### config.mk
export PLATFORM = sky130hd
export DESIGN_NAME = mem_access_unit
export DESIGN_NICKNAME = d
export VERILOG_FILES = /design/src/rtl/mem_access_unit.sv
export SDC_FILE = /design/constraint.sdc
export NUM_CORES = 1
export LEC_CHECK = 0
export ABC_AREA = 1
export BUFFER_PORTS_ARGS = -buffer_cell sky130_fd_sc_hd__buf_2
export CORE_MARGIN = 2
export CORE_UTILIZATION = 45
export CTS_CLUSTER_DIAMETER = 150
export CTS_CLUSTER_SIZE = 40
export DETAILED_ROUTE_END_ITERATION = 8
export GPL_ROUTABILITY_DRIVEN = 0
export PLACE_DENSITY = 0.77
export SYNTH_ARGS = -nofsm -noshare
export SYNTH_HDL_FRONTEND = slang
export SYNTH_SLANG_ARGS = --single-unit
### constraint.sdc
create_clock -name clk_i -period 1.5 [get_ports clk_i]
set_input_delay 0.075 -clock clk_i [delete_from_list [all_inputs] [get_ports clk_i]]
set_output_delay 0.075 -clock clk_i [all_outputs]
set_load 0.005 [all_outputs]
### src/rtl/mem_access_unit.sv
// rtl/mem_access_unit.sv - single-access data-memory sequencer on a req/ack bus
// Optional MEM_TIMEOUT_EN aborts a request that sees no ack within TIMEOUT cycles.
module mem_access_unit #(
    parameter int AW      = 8,
    parameter int DW      = 8,
    parameter int TIMEOUT = 16
) (
    input  logic          clk_i,
    input  logic          rst_n_i,
    input  logic          start_i,
    input  logic          mem_read_i,
    input  logic          mem_write_i,
    input  logic [AW-1:0] addr_i,
    input  logic [DW-1:0] wdata_i,
    output logic          busy_o,
    output logic          done_o,
    output logic          err_o,
    output logic [DW-1:0] rdata_o,
    output logic          bus_req_o,
    output logic          bus_we_o,
    output logic [AW-1:0] bus_addr_o,
    output logic [DW-1:0] bus_wdata_o,
    input  logic          bus_ack_i,
    input  logic [DW-1:0] bus_rdata_i
);

    typedef enum logic [1:0] {
        S_IDLE,
        S_REQ,
        S_DONE
    } state_t;

    state_t        state_q;
    logic          busy_q;
    logic          done_q;
    logic          err_q;
    logic          bus_req_q;
    logic          bus_we_q;
    logic [AW-1:0] bus_addr_q;
    logic [DW-1:0] bus_wdata_q;
    logic [DW-1:0] rdata_q;

`ifdef MEM_TIMEOUT_EN
    localparam int CW = $clog2(TIMEOUT + 1);
    logic [CW-1:0] wait_cnt_q;
    logic          timeout_hit;

    // The current no-ack cycle is the one that brings the count to TIMEOUT.
    assign timeout_hit = (wait_cnt_q == CW'(TIMEOUT - 1));
`else
    logic unused_timeout;
    assign unused_timeout = ^TIMEOUT;
`endif

    always_ff @(posedge clk_i or negedge rst_n_i) begin
        if (!rst_n_i) begin
            state_q     <= S_IDLE;
            busy_q      <= 1'b0;
            done_q      <= 1'b0;
            err_q       <= 1'b0;
            bus_req_q   <= 1'b0;
            bus_we_q    <= 1'b0;
            bus_addr_q  <= '0;
            bus_wdata_q <= '0;
            rdata_q     <= '0;
`ifdef MEM_TIMEOUT_EN
            wait_cnt_q  <= '0;
`endif
        end else begin
            case (state_q)
                S_IDLE: begin
                    done_q <= 1'b0;
                    err_q  <= 1'b0;
                    if (start_i) begin
                        busy_q <= 1'b1;
                        // Exactly one strobe is a legal access; anything else
                        // (including an undecoded X) reports an error.
                        if (mem_read_i ^ mem_write_i) begin
                            state_q     <= S_REQ;
                            bus_req_q   <= 1'b1;
                            bus_we_q    <= mem_write_i;
                            bus_addr_q  <= addr_i;
                            bus_wdata_q <= wdata_i;
`ifdef MEM_TIMEOUT_EN
                            wait_cnt_q  <= '0;
`endif
                        end else begin
                            state_q <= S_DONE;
                            done_q  <= 1'b1;
                            err_q   <= 1'b1;
                        end
                    end
                end
                S_REQ: begin
                    if (bus_ack_i) begin
                        bus_req_q <= 1'b0;
                        if (!bus_we_q) begin
                            rdata_q <= bus_rdata_i;
                        end
                        state_q <= S_DONE;
                        done_q  <= 1'b1;
                        err_q   <= 1'b0;
                    end
`ifdef MEM_TIMEOUT_EN
                    else if (timeout_hit) begin
                        bus_req_q <= 1'b0;
                        state_q   <= S_DONE;
                        done_q    <= 1'b1;
                        err_q     <= 1'b1;
                    end else begin
                        wait_cnt_q <= wait_cnt_q + 1'b1;
                    end
`endif
                end
                S_DONE: begin
                    state_q <= S_IDLE;
                    busy_q  <= 1'b0;
                    done_q  <= 1'b0;
                    err_q   <= 1'b0;
                end
                default: begin
                    state_q   <= S_IDLE;
                    busy_q    <= 1'b0;
                    done_q    <= 1'b0;
                    err_q     <= 1'b0;
                    bus_req_q <= 1'b0;
                end
            endcase
        end
    end

    assign busy_o      = busy_q;
    assign done_o      = done_q;
    assign err_o       = err_q;
    assign rdata_o     = rdata_q;
    assign bus_req_o   = bus_req_q;
    assign bus_we_o    = bus_we_q;
    assign bus_addr_o  = bus_addr_q;
    assign bus_wdata_o = bus_wdata_q;

endmodule

==> flow_summary.ini <==
[critical_path]
crit_buf_inv = 2
crit_path_start = state_q[0]$_DFFE_PN0P_
worstPathCellList = inv_2 > nand3_4 > inv_4 > nand2_4 > nand2_1 > o21ai_0
max_stage_delay_ps = 420
cp_top_family = flip-flops
worst_path_max_delay_cell = dfrtp_1
worstSetupPathType = reg -> reg
start_kind = register
crit_path_end_kind = register
arrival_ps = 1460
cp.required_ps = 1710
critical_path_peak_fanout = 19
rr_startpoint = state_q[0]$_DFFE_PN0P_

[floorplanning]
placeableCoreArea_sq_mm = 0.002734
std_cell_rows = 19
dieHeight_um = 57.65
die_w_um = 57.65
dieArea_sq_mm = 0.003323
ios = 59
start_util = 0.4737

[logic_synthesis]
yosysTopAreaCell = dfrtp_1
ys_ff_latch = 31
synth_edf_count = 0
netlist_instances = 143
ys_async_sr_fraction = 1.000
yosysWarnings = 0
netlist.area_leader.share = 0.5990
synth.avg_cell_area_sq_um = 9.056
syn-cell-area_sq_mm = 0.001295
ys.flop_type = dfrtp_1
synthTopCellsByCount = nand2_1, dfrtp_1, nand3_1, inv_1
synth.most_common_cell = nand2_1
synthesis.nets = 173
synth_area_leaders = dfrtp_1, nand2_1, nand3_1
yosysSeqAreaShare = 0.5990
synth_cell_types = 15

[layout]
antenna_cells = 0
final_area_sq_mm = 0.001922
syn_to_final_growth_pct = 48.41
nets = 262
drive_gt1_frac = 0.3319

[detailed_routing]
wl_um = 3387
vias = 1310
drt_iter0_drc = 55
postRouteAntennaNets = 0
post-route-drc-count = 0
wl_per_cell_um = 12.88
first_pass_iters = 4
vias_per_cell = 4.981

[timing]
worst_pin_slew_ps = 664.4
tns_ps = 0
setup_violations = 0
fin_skew_ps = 5.627
whs_ps = 41.11
rsz0062_at_grt = false
hold_viol_final = 0
slew_violations = 0
relSlewSlack = 0.5571
fin_crit_ps = 1248
fin_crit_sh = 0.8317
max_clock_freq_mhz = 801.5

[clock_network]
insertion_delay_ps = 330
cts_buffers = 5
cts_setup_buffers = 0
cts_buffer_depth = 2
cts_max_level = 2
root_buffer = clkbuf_4
cts_tree = yes
clkSlewWorstSetupHoldPaths_ps = 90
cts_num_sinks = 31

[global_route]
grtUsageTotal = 0.2258
grt_pass1_wl_um = 5568
grt_max_degree = 32
antenna_found_initial = 0
overflow = 0
grt_pass1_vias = 1235

[placement]
hpwlAfterDp_um = 2143
io_buffers = 58
placed_area_sq_mm = 0.001605

[run_status]
status = finished clean

[pwr]
p_int_mw = 1.785
p_comb_frac = 0.333
clkPwrFrac = 0.181
p_leak_nw = 1.102
power_density_mw_per_mm2 = 1410
max-vdd-ir-drop_mv = 1.064
switching_share = 0.3413
seqPwrFrac = 0.486
power_mw = 2.711
p_switching_mw = 0.9252

[min_path]
worstHoldPathType = in -> reg
hold_start = start_i

[run]
maxCapViolations = 0
## sequential cells by signal, indices dropped and copies added, names as in the netlist
name,flops
bus_req_o,1
err_o,1
bus_addr_o,8
bus_we_o,1
state_q,2
busy_o,1
rdata_o,8
bus_wdata_o,8
done_o,1
## final timing paths
| path | endpoint | slack (ps) | cells past startpoint |
|---|---|---|---|
| max | bus_we_o$_DFFE_PN0P_ | 250 | 6 |
| max reg2reg | bus_we_o$_DFFE_PN0P_ | 250 | 6 |
| min in group asynchronous | bus_wdata_o[4]$_DFFE_PN0P_ | 310 | 2 |
| max in group asynchronous | rdata_o[1]$_DFFE_PN0P_ | 770 | 2 |
| min | bus_req_o$_DFFE_PN0P_ | 40 | 3 |
| min reg2reg | rdata_o[2]$_DFFE_PN0P_ | 470 | 2 |
## layout by cell type (no fill, tap or decap)
cell type      count
inv_1              5
clkbuf_4           5
nand3_4            1
clkbuf_8           1
inv_2              3
dfrtp_1           31
inv_4              1
buf_4              2
nand3_1           28
nand2_1           60
a21oi_1            1
nand2_2            1
clkinv_2           1
nand2_4            2
buf_2             58
o21ai_0            3
nor2_2             2
o21ai_1            1
dlygate4sd3_1     26
## worst reg2reg max path, cell delays in order, from the launching register on
cell and delay, ps:
dfrtp_1 420, inv_2 110, nand3_4 90, inv_4 170
nand2_4 170, nand2_1 90, o21ai_0 80
## layout make-up
cell class / instances / area (sq um)
clock buffers: 6 / 51.30
clock inverters: 1 / 5.005
fillers: 205 / 812.0
inverters: 9 / 36.28
multi-input cells: 99 / 449.2
flip-flops and latches: 31 / 775.7
well taps: 31 / 38.79
repair buffers: 86 / 565.5
## metal layers
| layer | track usage | vias to the layer above | wire (um) | part of all wire |
|---|---|---|---|---|
| li1 | - | 632 | - | - |
| met3 | 0.06696 | 7 | 194 | 0.057 |
| met2 | 0.3896 | 48 | 1812 | 0.53 |
| met5 | 0 | - | 0 | 0 |
| met1 | 0.2714 | 623 | 1321 | 0.39 |
| met4 | 0.07309 | 0 | 59 | 0.017 |
## per-stage QoR
step / util / setup WS (ps) / cells
2_1_floorplan: - / 427.1 / 143
3_3_place_gp: 0.5872 / 332.3 / 230
3_5_place_dp: 0.5872 / 261.5 / 230
4_1_cts: 0.6993 / 243.8 / 262
5_1_grt: 0.7030 / 117.2 / 263
6_report: 0.7030 / 252.4 / 263
## repair_timing
item,in CTS,in global routing
gates resized for setup,0,0
hold buffers,25,1
hold endpoints to repair,55,1
## power groups by stage
| stage | clock, mW | combinational [mW] | sequential, mW |
|---|---|---|---|
| finish | 0.490 | 0.904 | 1.32 |
| global route | 0.538 | 1.02 | 1.35 |
| CTS | 0.506 | 0.903 | 1.31 |
| detailed placement | 0 | 0.854 | 1.32 |
| global placement | 0 | 0.813 | 1.31 |
| floorplan | 0 | 0.379 | 1.35 |
## cells by family (layout without fill, tap and decap cells)
| logic type | count (synthesis) | count (layout) | share of synthesized area |
|---|---|---|---|
| AOI/OAI and AO/OA | 5 | 5 | 0.01931 |
| buffers and inverters | 13 | 102 | 0.05411 |
| DFF | 31 | 31 | 0.5990 |
| and+or+nand+nor | 94 | 94 | 0.3275 |
Power figures use the tool's default switching activity.
